**config.mk**
```make
export PLATFORM = sky130hd
export DESIGN_NAME = lcd_bus_sequencer
export DESIGN_NICKNAME = d
export VERILOG_FILES = /design/src/rtl/lcd_pkg.sv /design/src/rtl/lcd_wait_timer.sv /design/src/rtl/lcd_bus_sequencer.sv
export SDC_FILE = /design/constraint.sdc
export NUM_CORES = 1
export LEC_CHECK = 0
export BUFFER_PORTS_ARGS = -buffer_cell sky130_fd_sc_hd__buf_2
export CAP_MARGIN = 20
export CORE_MARGIN = 3
export CORE_UTILIZATION = 45
export DETAILED_ROUTE_END_ITERATION = 7
export PLACE_DENSITY = 0.64
export RECOVER_POWER = 50
export SYNTH_ARGS = -nofsm -noshare
export SYNTH_HDL_FRONTEND = slang
export SYNTH_HIERARCHICAL = 1
export SYNTH_SLANG_ARGS = --single-unit
```
**constraint.sdc**
```tcl
create_clock -name clk_50MHZ -period 2.95 [get_ports clk_50MHZ]
set_input_delay 0 -clock clk_50MHZ [delete_from_list [all_inputs] [get_ports clk_50MHZ]]
set_output_delay 0 -clock clk_50MHZ [all_outputs]
set_load 0.02 [all_outputs]
```
**src/rtl/lcd_pkg.sv**
```systemverilog
// Shared types, HD44780 command constants and the power-on init table for the LCD bus sequencer.
package lcd_pkg;

    typedef enum logic [2:0] {
        ST_POWERUP,
        ST_INIT_LOAD,
        ST_SETUP,
        ST_EPULSE,
        ST_HOLD,
        ST_WAIT,
        ST_IDLE
    } lcd_state_t;

    typedef enum logic [1:0] {
        WAIT_LONG,
        WAIT_MID,
        WAIT_CMD,
        WAIT_CLEAR
    } wait_sel_t;

    localparam logic [7:0] CMD_CLEAR        = 8'h01;
    localparam logic [7:0] CMD_HOME         = 8'h02;
    localparam logic [7:0] CMD_FUNC_8BIT    = 8'h30;
    localparam logic [7:0] CMD_FUNC_8BIT_2L = 8'h38;
    localparam logic [7:0] CMD_DISP_ON      = 8'h0C;
    localparam logic [7:0] CMD_ENTRY_INC    = 8'h06;

    localparam logic [2:0] INIT_LAST_IDX = 3'd6;
    // 100 us settle after the second wake-up write; not a tunable bus timing.
    localparam int         INIT_MID_CYC  = 5000;

    function automatic logic [7:0] init_cmd(input logic [2:0] idx);
        case (idx)
            3'd0, 3'd1, 3'd2: return CMD_FUNC_8BIT;
            3'd3:             return CMD_FUNC_8BIT_2L;
            3'd4:             return CMD_DISP_ON;
            3'd5:             return CMD_CLEAR;
            3'd6:             return CMD_ENTRY_INC;
            default:          return CMD_FUNC_8BIT;
        endcase
    endfunction

    function automatic wait_sel_t init_wait(input logic [2:0] idx);
        case (idx)
            3'd0:    return WAIT_LONG;
            3'd1:    return WAIT_MID;
            3'd5:    return WAIT_CLEAR;
            default: return WAIT_CMD;
        endcase
    endfunction

    // Clear and home (0x01..0x03 with RS=0) need the long post-write wait.
    function automatic logic is_clear_home(input logic rs, input logic [7:0] data);
        return (rs == 1'b0) && ((data == CMD_CLEAR) || (data == CMD_HOME) || (data == 8'h03));
    endfunction

    function automatic int max2(input int a, input int b);
        return (a > b) ? a : b;
    endfunction

endpackage

```
**src/rtl/lcd_wait_timer.sv**
```systemverilog
// Shared down-counter: loads a cycle count and flags done while it sits at 1.
module lcd_wait_timer #(
    parameter int               CNT_W   = 8,
    parameter logic [CNT_W-1:0] RST_VAL = {CNT_W{1'b0}}
) (
    input  logic             clk,
    input  logic             rst_n,
    input  logic             i_load,
    input  logic [CNT_W-1:0] i_value,
    output logic             o_done
);

    localparam logic [CNT_W-1:0] ONE = CNT_W'(1);

    logic [CNT_W-1:0] r_cnt;

    // Down-count from the loaded value, parking at 1 (no wrap).
    always_ff @(posedge clk or negedge rst_n) begin
        if (!rst_n) begin
            r_cnt <= RST_VAL;
        end else if (i_load) begin
            r_cnt <= i_value;
        end else if (r_cnt > ONE) begin
            r_cnt <= r_cnt - ONE;
        end
    end

    assign o_done = (r_cnt == ONE);

endmodule

```
**src/rtl/lcd_bus_sequencer.sv**
```systemverilog
// HD44780 bus owner: power-on init sequence, then round-robin arbitrated byte writes
// from two requesters, with setup / E-pulse / hold / post-write wait timing.
module lcd_bus_sequencer
    import lcd_pkg::*;
#(
    parameter int SETUP_CYC      = 5,
    parameter int E_PULSE_CYC    = 25,
    parameter int CMD_WAIT_CYC   = 2500,
    parameter int CLEAR_WAIT_CYC = 82000,
    parameter int INIT_LONG_CYC  = 205000,
    parameter int POWERUP_CYC    = 750000
) (
    input  logic        clk_50MHZ,
    input  logic        reset,
    input  logic [1:0]  req,
    input  logic [1:0]  rs_in,
    input  logic [15:0] data_in,
    output logic [1:0]  ack,
    output logic        init_done,
    output logic        busy,
    output logic        LCD_RS,
    output logic        LCD_RW,
    output logic        LCD_E,
    output logic [7:0]  LCD_DATA
);

    localparam int MAX_CYC = max2(max2(max2(SETUP_CYC, E_PULSE_CYC), max2(CMD_WAIT_CYC, CLEAR_WAIT_CYC)),
                                  max2(max2(INIT_LONG_CYC, POWERUP_CYC), INIT_MID_CYC));
    localparam int CNT_W = $clog2(MAX_CYC) + 1;

    localparam logic [CNT_W-1:0] SETUP_V   = CNT_W'(SETUP_CYC);
    localparam logic [CNT_W-1:0] EPULSE_V  = CNT_W'(E_PULSE_CYC);
    localparam logic [CNT_W-1:0] CMD_V     = CNT_W'(CMD_WAIT_CYC);
    localparam logic [CNT_W-1:0] CLEAR_V   = CNT_W'(CLEAR_WAIT_CYC);
    localparam logic [CNT_W-1:0] LONG_V    = CNT_W'(INIT_LONG_CYC);
    localparam logic [CNT_W-1:0] MID_V     = CNT_W'(INIT_MID_CYC);
    localparam logic [CNT_W-1:0] POWERUP_V = CNT_W'(POWERUP_CYC);

    lcd_state_t r_state;
    logic [2:0] r_idx;
    logic       r_rr;
    logic [1:0] r_ack;
    logic       r_init_done;
    logic       r_busy;
    logic       r_lcd_rs;
    logic       r_lcd_e;
    logic [7:0] r_lcd_data;
    wait_sel_t  r_wait_sel;

    logic             w_done;
    logic             w_load;
    logic [CNT_W-1:0] w_load_val;
    logic [CNT_W-1:0] w_wait_val;
    logic             w_grant;
    logic             w_winner;
    logic             w_win_rs;
    logic [7:0]       w_win_data;

    // Round-robin pick: the pointer only matters when both requesters are asking.
    always_comb begin
        w_grant  = |req;
        w_winner = req[1];
        if (req == 2'b11) begin
            w_winner = r_rr;
        end else begin
            w_winner = req[1];
        end
        w_win_rs   = rs_in[w_winner];
        w_win_data = w_winner ? data_in[15:8] : data_in[7:0];
    end

    // Post-write wait length for the entry captured in r_wait_sel.
    always_comb begin
        w_wait_val = CMD_V;
        case (r_wait_sel)
            WAIT_LONG:  w_wait_val = LONG_V;
            WAIT_MID:   w_wait_val = MID_V;
            WAIT_CLEAR: w_wait_val = CLEAR_V;
            WAIT_CMD:   w_wait_val = CMD_V;
            default:    w_wait_val = CMD_V;
        endcase
    end

    // Timer reload on every transition into a timed state.
    always_comb begin
        w_load     = 1'b0;
        w_load_val = SETUP_V;
        case (r_state)
            ST_INIT_LOAD: w_load = 1'b1;
            ST_IDLE:      w_load = w_grant;
            ST_SETUP: begin
                w_load     = w_done;
                w_load_val = EPULSE_V;
            end
            ST_EPULSE:    w_load = w_done;
            ST_HOLD: begin
                w_load     = w_done;
                w_load_val = w_wait_val;
            end
            default:      w_load = 1'b0;
        endcase
    end

    lcd_wait_timer #(
        .CNT_W   (CNT_W),
        .RST_VAL (POWERUP_V)
    ) u_timer (
        .clk     (clk_50MHZ),
        .rst_n   (reset),
        .i_load  (w_load),
        .i_value (w_load_val),
        .o_done  (w_done)
    );

    // Bus sequencing FSM with registered pin and handshake outputs.
    always_ff @(posedge clk_50MHZ or negedge reset) begin
        if (!reset) begin
            r_state     <= ST_POWERUP;
            r_idx       <= 3'd0;
            r_rr        <= 1'b0;
            r_ack       <= 2'b00;
            r_init_done <= 1'b0;
            r_busy      <= 1'b1;
            r_lcd_rs    <= 1'b0;
            r_lcd_e     <= 1'b0;
            r_lcd_data  <= 8'h00;
            r_wait_sel  <= WAIT_CMD;
        end else begin
            r_ack <= 2'b00;
            case (r_state)
                ST_POWERUP: begin
                    if (w_done) begin
                        r_idx   <= 3'd0;
                        r_state <= ST_INIT_LOAD;
                    end
                end
                ST_INIT_LOAD: begin
                    r_lcd_rs   <= 1'b0;
                    r_lcd_data <= init_cmd(r_idx);
                    r_wait_sel <= init_wait(r_idx);
                    r_state    <= ST_SETUP;
                end
                ST_SETUP: begin
                    if (w_done) begin
                        r_lcd_e <= 1'b1;
                        r_state <= ST_EPULSE;
                    end
                end
                ST_EPULSE: begin
                    if (w_done) begin
                        r_lcd_e <= 1'b0;
                        r_state <= ST_HOLD;
                    end
                end
                ST_HOLD: begin
                    if (w_done) begin
                        r_state <= ST_WAIT;
                    end
                end
                ST_WAIT: begin
                    if (w_done) begin
                        if (r_init_done || (r_idx == INIT_LAST_IDX)) begin
                            r_init_done <= 1'b1;
                            r_busy      <= 1'b0;
                            r_state     <= ST_IDLE;
                        end else begin
                            r_idx   <= r_idx + 3'd1;
                            r_state <= ST_INIT_LOAD;
                        end
                    end
                end
                ST_IDLE: begin
                    if (w_grant) begin
                        r_ack      <= w_winner ? 2'b10 : 2'b01;
                        r_rr       <= ~w_winner;
                        r_lcd_rs   <= w_win_rs;
                        r_lcd_data <= w_win_data;
                        r_wait_sel <= is_clear_home(w_win_rs, w_win_data) ? WAIT_CLEAR : WAIT_CMD;
                        r_busy     <= 1'b1;
                        r_state    <= ST_SETUP;
                    end else begin
                        r_busy <= 1'b0;
                    end
                end
                default: begin
                    r_lcd_e <= 1'b0;
                    r_busy  <= 1'b1;
                    r_state <= ST_POWERUP;
                end
            endcase
        end
    end

    assign ack       = r_ack;
    assign init_done = r_init_done;
    assign busy      = r_busy;
    assign LCD_RS    = r_lcd_rs;
    assign LCD_RW    = 1'b0;
    assign LCD_E     = r_lcd_e;
    assign LCD_DATA  = r_lcd_data;

endmodule

```
**Word-level counts from Yosys, hierarchy flattened**

Cells that the tools add are included.

- Bitwise logic cells: 4
- Add/sub/neg operators: 2
- Eq/ne operators: 27
- Reductions and logical operators: 21
- Multiplexer cells: 40
- $lt $le $gt $ge: 2

Operators by type and width:

| operator | number |
|---|---|
| $pmux W21 S4 | 1 |
| $mux W21 | 2 |
| $pmux W21 S2 | 1 |
| $mux W3 | 10 |
| $pmux W6 S4 | 1 |
| $eq A21 B1 Y1 const B | 1 |
| $gt A21 B1 Y1 const B | 1 |
| $pmux W3 S7 | 1 |
| $sub A21 B1 Y21 const B | 1 |
| $eq A3 B3 Y1 const B | 6 |
| $eq A8 B2 Y1 const B | 2 |
| $mux W8 | 2 |
| $pmux W8 S2 | 1 |
| $mux W1 | 10 |
| $ne A2 B1 Y1 const B | 5 |
| $reduce_or A5 Y1 | 2 |
| $eq A3 B2 Y1 const B | 3 |
| $pmux W1 S3 | 3 |
| $reduce_and A3 Y1 | 3 |
| $eq A8 B1 Y1 const B | 1 |
| $mux W2 | 4 |
| $eq A2 B2 Y1 const B | 3 |
| $eq A3 B1 Y1 const B | 2 |
| $logic_not A3 Y1 | 2 |
| other kinds (18) | 28 |

- Word-level logic and storage cells: 107
- Output and inout port bits: 15
- Bits of input ports: 22
- Bits in registers: 44

**Depth between registers and ports, before layout**

Gate-level depths: netlist of run 1.

- Word-level depth: 10
- Mapped depth: 11

**Cells and area by module**

Netlist of run 1, hierarchy kept.

By module, submodules not included:

| module | seq. area each (um2) | cells an instance | instances | area an instance (um2) |
|---|---|---|---|---|
| lcd_bus_sequencer | 578.1 | 184 | 1 | 1581.5 |
| lcd_wait_timer | 538.0 | 144 | 1 | 1280.0 |

**Least setup slack after synthesis of run 1**

No wires, ideal clock.

- Path kind: register to register
- Start: register u_timer.r_cnt[9]
- End: register u_timer.r_cnt[6]
- Arrival time: 2.795 ns
- Cell stages (with the launch flop): 11
- Path buffers: 4
- Slack: 0.021 ns
- Data required time: 2.816 ns
- Cell sequence: dfrtp_1 or4_4 or3_1 buf_2 nor2_1 clkbuf_1 o21ai_0 nand2_1 clkbuf_1 clkbuf_1 o31ai_1

- Longest elaborated chain between the ends: 3
- Elaborated cells between the ends (all ways): 5
- Those cells by class: order compare (1); eq/ne (1); mux (2); reduce/logical (1)

RTL lines:

| element | line | RTL |
|---|---|---|
| from (decl) | lcd_wait_timer.sv:15 | `logic [CNT_W-1:0] r_cnt;` |
| from (signal assigned) | lcd_wait_timer.sv:22 | `r_cnt <= i_value;` |
| from (signal assigned) | lcd_wait_timer.sv:24 | `r_cnt <= r_cnt - ONE;` |
| $eq A21 B1 Y1 (*) | lcd_wait_timer.sv:28 | `assign o_done = (r_cnt == ONE);` |
| net w_done | lcd_bus_sequencer.sv:50 | `logic w_done;` |
| $pmux W1 S3 (*) | lcd_bus_sequencer.sv:88 | `case (r_state)` |
| net w_load | lcd_bus_sequencer.sv:51 | `logic w_load;` |
| $mux W21 / $reduce_bool A2 Y1 (equally long branches) | n/a |  |

The timed path passes the listed nets; every way through them passes the cells marked *.
A chain may end at the register's enable or synchronous reset.

**Worst setup path in the final report of run 1**

- Start: register u_timer.r_cnt[9]
- End: register u_timer.r_cnt[17]

The elaborated chain is that of the path after synthesis.

==> impl_metrics.yaml, run 1 <==
grt:
  grt-ovfl-total: 0
  grt_max_degree: 45
  grt_pass1_vias: 2436
  grt_usage: 0.198
  grt_first_pass_wirelength_um: 11700
  antenna_found_initial: 0
route:
  antenna_left: 0
  dr_total_vias: 2453
  drc: 0
  drt-pass1-iter-count: 4
  drt_iter0_drc: 150
  wl_per_cell_um: 15.1
  drt_wl_total_um: 6800
  viasPerCell: 5.46
sta:
  max_clock_freq_mhz: 400
  finalSetupViolCount: 0
  rsz0062_at_grt: "no"
  tightest_slew_ps: 1930
  skew_ps: 7.23
  slew_headroom: -0.286
  fin_crit_sh: 0.848
  period_minus_slack_ps: 2500
  hold_violations: 0
  fin_tns_setup_ps: 0
  worst_slack_ps: 449
  slew_violations: 42
place:
  pre_cts_ws_ps: 476
  place_area_sq_um: 3150
  gp_congestion: 0.827
  dp_hpwl_um: 4980
  io_buffers: 35
clock_network:
  cts-resized-gates: 0
  root_buffer: "clkbuf_8"
  cts_setup_buffers: 0
  cts_hold_buffers: 1
  cts-buffers-inserted: 5
  clk_pin_slew_ps: 80
  tritoncts: "yes"
  clock_sinks: 44
  clockBufferDepth: 2
  clkLatencyLatePin_ps: 300
  htreeDepth: 2
power_and_ir_drop:
  p_per_area_nw_per_um2: 518
  power.switching_uw: 554
  p_seq_frac: 0.537
  clock_power_share: 0.232
  pwr-share-comb: 0.231
  ir_worst_vdd_mv: 0.366
  power_leakage_nw: 1.34
  p_sw_frac: 0.329
  p_int_mw: 1.13
synth:
  ys_seq_elements: 44
  ys_types: 55
  async_flop_share: 1.00
  syn_avg_cell_area_sq_um: 8.72
  synth-main-ff-cell: "dfrtp_1"
  synth_edf_count: 0
  netlist_area_sq_um: 2860
  seq_area_frac_synth: 0.390
  synthCells: 328
  yosysWarnings: 6
finish:
  layout_common_cells: "32 x dfrtp_1, 32 x o21ai_0, 30 x nor2_1, 30 x nand2_1, 27 x buf_2"
  area_growth_pct: 13.6
  antenna_cells: 0
  fin_area_sq_um: 3250
  layout-drive-gt1-share: 0.176
  fillers: 574
  nets: 409
floorplan:
  io_pins: 37
  die-area_sq_um: 7350
  chipHeight_um: 85.7
  die_w_um: 85.7
  start_util: 0.475
  core_area_sq_um: 6030
  rows: 28
status:
  status: "finished with violations"
  violations: "max-capacitance violations, max-slew violations"
critical_path:
  worstPathRequired_ps: 3180
  cp-start-kind: "register"
  critical_path_arrival_ps: 2730
  worstPathMaxFanout: 19
  endpoint_kind: "register"
  crit_type: "reg -> reg"
hold_path:
  worstHoldPathType: "in -> reg"
run:
  drv_cap: 1
state kept, by name, indices dropped and copies added (netlist names):
register and flops:
LCD_E 1, r_idx 3, r_wait_sel 2, init_done 1
r_rr 1, LCD_DATA 8, LCD_RS 1, busy 1
u_timer/r_cnt 21, ack 2, r_state 3
power groups by stage:
stage / Combinational, mW / Sequential [mW] / Clock (mW)
CTS: 0.390 / 0.902 / 0.410
global placement: 0.380 / 0.906 / 0
floorplan: 0.283 / 0.873 / 0
detailed placement: 0.385 / 0.916 / 0
global route: 0.449 / 0.926 / 0.430
finish: 0.389 / 0.903 / 0.391
worst max-delay path, cell delays in order, from the launching register on:
cell and delay [ps]:
dfrtp_1 450, or4_4 590, or3_1 400, nor2_1 190, o21ai_0 110, nand2_1 140
buf_4 250, o31ai_1 120, a31oi_1 180
cell type report:
class                      instances  area (sq um)  share of cell area
multi-input combinational        259          1640               0.503
sequential                        44          1120               0.343
inverter                          17          63.8              0.0196
tap                               75          93.8              0.0289
clock buffer                       8          90.1              0.0277
timing repair buffer              46           253              0.0777
layer usage:
metal / track usage / up-vias / share of wire
li1: - / 1261 / -
met1: 0.277 / 1147 / 0.50
met2: 0.309 / 31 / 0.46
met3: 0.0365 / 14 / 0.027
met4: 0.0633 / 0 / 0.016
met5: 0 / - / 0
cell families after synthesis:
group / after synthesis / synth area share
compound gates: 89 / 0.203
mux: 9 / 0.0328
buf+inv: 32 / 0.0477
flops: 44 / 0.390
other cells: 1 / 0.00131
xor+xnor: 13 / 0.0398
simple gates: 126 / 0.224
fa+ha+maj: 14 / 0.0612
path summary, 6_finish.rpt:
path / from / endpoint / slack [ps] / cells past startpoint
worst max-delay path: u_timer/r_cnt[9]$_DFFE_PN0P_ / u_timer/r_cnt[17]$_DFFE_PN1P_ / 450 / 8
worst min-delay path: rs_in[0] / LCD_RS$_DFFE_PN0P_ / 20 / 3
worst max register to register: u_timer/r_cnt[9]$_DFFE_PN0P_ / u_timer/r_cnt[17]$_DFFE_PN1P_ / 450 / 8
worst min register to register: r_rr$_DFFE_PN0P_ / r_rr$_DFFE_PN0P_ / 510 / 1
max in group asynchronous: reset / u_timer/r_cnt[3]$_DFFE_PN0P_ / 580 / 3
min in group asynchronous: reset / LCD_DATA[1]$_DFFE_PN0P_ / 80 / 2
Yosys cell counts, types with 6 or more instances:
master	count	area share
dfrtp_1	32	0.28
o21ai_0	32	0.056
nand2_1	30	0.039
nor2_1	30	0.039
inv_1	17	0.022
ha_1	14	0.061
nand3_1	13	0.023
dfstp_2	12	0.11
a21oi_1	11	0.019
clkbuf_1	9	0.012
o31ai_1	9	0.024
nor3_1	8	0.014
nor4_1	8	0.017
xor2_1	8	0.024
mux2i_1	6	0.021
or4_1	6	0.016
metrics by stage:
step | util | hold slack [ps] | cells | total power, mW
final | 0.540 | 16.5 | 449 | 1.68
after global routing | 0.540 | 58.8 | 449 | 1.80
after CTS | 0.540 | 8.11 | 448 | 1.70
after detailed placement | 0.523 | 227 | 439 | 1.30
after global placement | 0.523 | 230 | 439 | 1.29
after floorplan | - | -296 | 335 | 1.16
No activity file was read; power rests on OpenSTA's default activity.
==> run 2: changes to the inputs <==
==> constraint.sdc (replaced) <==
create_clock -name clk_50MHZ -period 2.2 [get_ports clk_50MHZ]
set_input_delay 0 -clock clk_50MHZ [delete_from_list [all_inputs] [get_ports clk_50MHZ]]
set_output_delay 0 -clock clk_50MHZ [all_outputs]
set_load 0.02 [all_outputs]
==> run 2 against run 1 <==
The run ends with negative setup slack left; wire length grew 1.7%; final area grew 9.4%; sequential cell count is the same; non-clock buffer count grew 30; first-iteration DRC count shrank 7.3%; fmax grew 13%; count of clock-buffer cells in the layout is the same; combinational power grew 110%; die area is the same; sequential power grew 30%; cell count grew 6.7%; worst hold slack lost 3.8 ps.
==> impl_metrics.yaml, run 2 (same netlist as run 1, synthesis figures left out) <==
critical_path:
  cp_slowest_cell: "or4_4"
  critical_path_arrival_ps: 2400
  cp_common_cell: "buf_4"
  path_buf_inv: 2
  crit_chain: "or4_4 > or3_4 > buf_4 > buf_4 > o31a_1 > a22o_1"
  cp_slowest_stage_delay_ps: 510
  cpLargestDelayFamily: "simple AND/OR/NAND/NOR gates"
  worstPathMaxFanout: 6
  worstPathRequired_ps: 2390
  endpoint_kind: "register"
  crit_type: "reg -> reg"
  cp-start-kind: "register"
  crit_start: "u_timer/r_cnt[10]$_DFFE_PN0P_"
  r2r_start: "u_timer/r_cnt[10]$_DFFE_PN0P_"
floorplan:
  start_util: 0.475
  chipHeight_um: 85.7
  io_pins: 37
  core_area_sq_um: 6030
  die-area_sq_um: 7350
  rows: 28
  die_w_um: 85.7
grt:
  grt_first_pass_wirelength_um: 12100
  grt_usage: 0.203
  grt-ovfl-total: 0
  antenna_found_initial: 0
  grt_pass1_vias: 2519
  grt_max_degree: 45
hold_path:
  hp-start: "rs_in[0]"
  worstHoldPathType: "in -> reg"
power_and_ir_drop:
  power_leakage_nw: 1.52
  ir_worst_vdd_mv: 0.641
  p_per_area_nw_per_um2: 709
  total_power_mw: 2.52
sta:
  fin_crit_sh: 1.00
  worst_slack_ps: -4.25
  period_minus_slack_ps: 2200
  rsz0062_at_grt: "yes"
  max_clock_freq_mhz: 454
  slew_violations: 0
  slew_headroom: 0.265
  fin_tns_setup_ps: -7.57
  hold_violations: 0
  finalSetupViolCount: 2
  tightest_slew_ps: 1100
  skew_ps: 8.02
finish:
  fin_area_sq_um: 3560
  area_growth_pct: 24.4
  antenna_cells: 0
  top_register: "u_timer/r_cnt"
  final_common_cell: "buf_2"
  largest_reg_flops: 21
  fillers: 560
  layout-drive-gt1-share: 0.290
  nets: 439
  layout_common_cells: "36 x buf_2, 35 x buf_4, 32 x dfrtp_1, 29 x nand2_1, 27 x nor2_1"
clock_network:
  htreeDepth: 2
  clk_pin_slew_ps: 80
  clockBufferDepth: 2
  cts-buffers-inserted: 5
  clock_sinks: 44
  root_buffer: "clkbuf_8"
  tritoncts: "yes"
  clkLatencyLatePin_ps: 300
place:
  gp_congestion: 0.925
  io_buffers: 35
  dp_hpwl_um: 5200
  place_area_sq_um: 3370
route:
  antenna_left: 0
  drt_iter0_drc: 139
  drt_wl_total_um: 6920
  drc: 0
  wl_per_cell_um: 14.4
  dr_total_vias: 2600
  drt-pass1-iter-count: 4
  viasPerCell: 5.43
run:
  drv_cap: 0
status:
  status: "finished with violations"
  violations: "negative setup slack"
==> run 2: cell count changes in the layout (fill, tap and decap cells not counted), sizes merged <==
| cell | before | now |
|---|---|---|
| buf | 36 | 74 |
| clkdlybuf4s25 | 1 | 0 |
| clkbuf | 16 | 9 |
==> run 2: layer usage <==
layer / GRT usage / vias to the layer above / part of all wire
met5: 0 / - / 0
met3: 0.0461 / 9 / 0.036
li1: - / 1317 / -
met4: 0.0388 / 0 / 0.012
met1: 0.294 / 1231 / 0.48
met2: 0.312 / 43 / 0.47
==> run 2: worst paths after layout <==
kind	end	slack, ps	cells after the start
setup / recovery	u_timer/r_cnt[1]$_DFFE_PN0P_	-4	6
hold / removal	LCD_RS$_DFFE_PN0P_	10	3
setup reg to reg	u_timer/r_cnt[1]$_DFFE_PN0P_	-4	6
hold reg to reg	r_rr$_DFFE_PN0P_	500	1
max in group asynchronous	r_state[2]$_DFFE_PN0P_	1010	3
min in group asynchronous	ack[0]$_DFF_PN0_	510	3
==> run 2: what timing repair did <==
| action | 4_1_cts | 5_1_grt |
|---|---|---|
| setup endpoints to repair | 12 | 19 |
| resized for setup | 3 | 14 |
| hold buffers | 1 | 0 |
| gates cloned | 0 | 1 |
| endpoints found under the hold margin | 32 | 0 |
| setup buffers | 1 | 2 |
| pin swaps | 0 | 7 |
==> run 2: stage by stage <==
step / hold slack [ps] / utilization / cells / setup WS, ps
after floorplan: -296 / - / 335 / -167
after global placement: 111 / 0.559 / 466 / -31.9
after detailed placement: 117 / 0.559 / 466 / -62.1
after CTS: 7.67 / 0.580 / 476 / 0.0127
after global routing: 6.08 / 0.591 / 479 / -81.1
final: 12.7 / 0.591 / 479 / -4.25
==> run 2: final cells by class <==
class | instances | area [sq um] | share of cell area
multi-input cells | 259 | 1690 | 0.475
inverters | 17 | 66.3 | 0.0186
flip-flops and latches | 44 | 1120 | 0.314
clock buffers | 8 | 100 | 0.0281
repair buffers | 76 | 492 | 0.138
well taps | 75 | 93.8 | 0.0264
==> run 2: worst reg2reg max path, cell delays in order (launching register included) <==
cell	delay [ps]
dfrtp_1	390
or4_4	510
or3_4	430
buf_4	170
buf_4	150
o31a_1	270
a22o_1	180
==> run 2: power breakdown <==
| part | switching, mW | leakage, nW | internal [mW] | total (mW) |
|---|---|---|---|---|
| clock | 0.267 | 0.0515 | 0.287 | 0.554 |
| sequential | 0.157 | 0.506 | 1.01 | 1.17 |
| combinational | 0.383 | 0.963 | 0.420 | 0.804 |
| total | 0.807 | 1.52 | 1.72 | 2.52 |
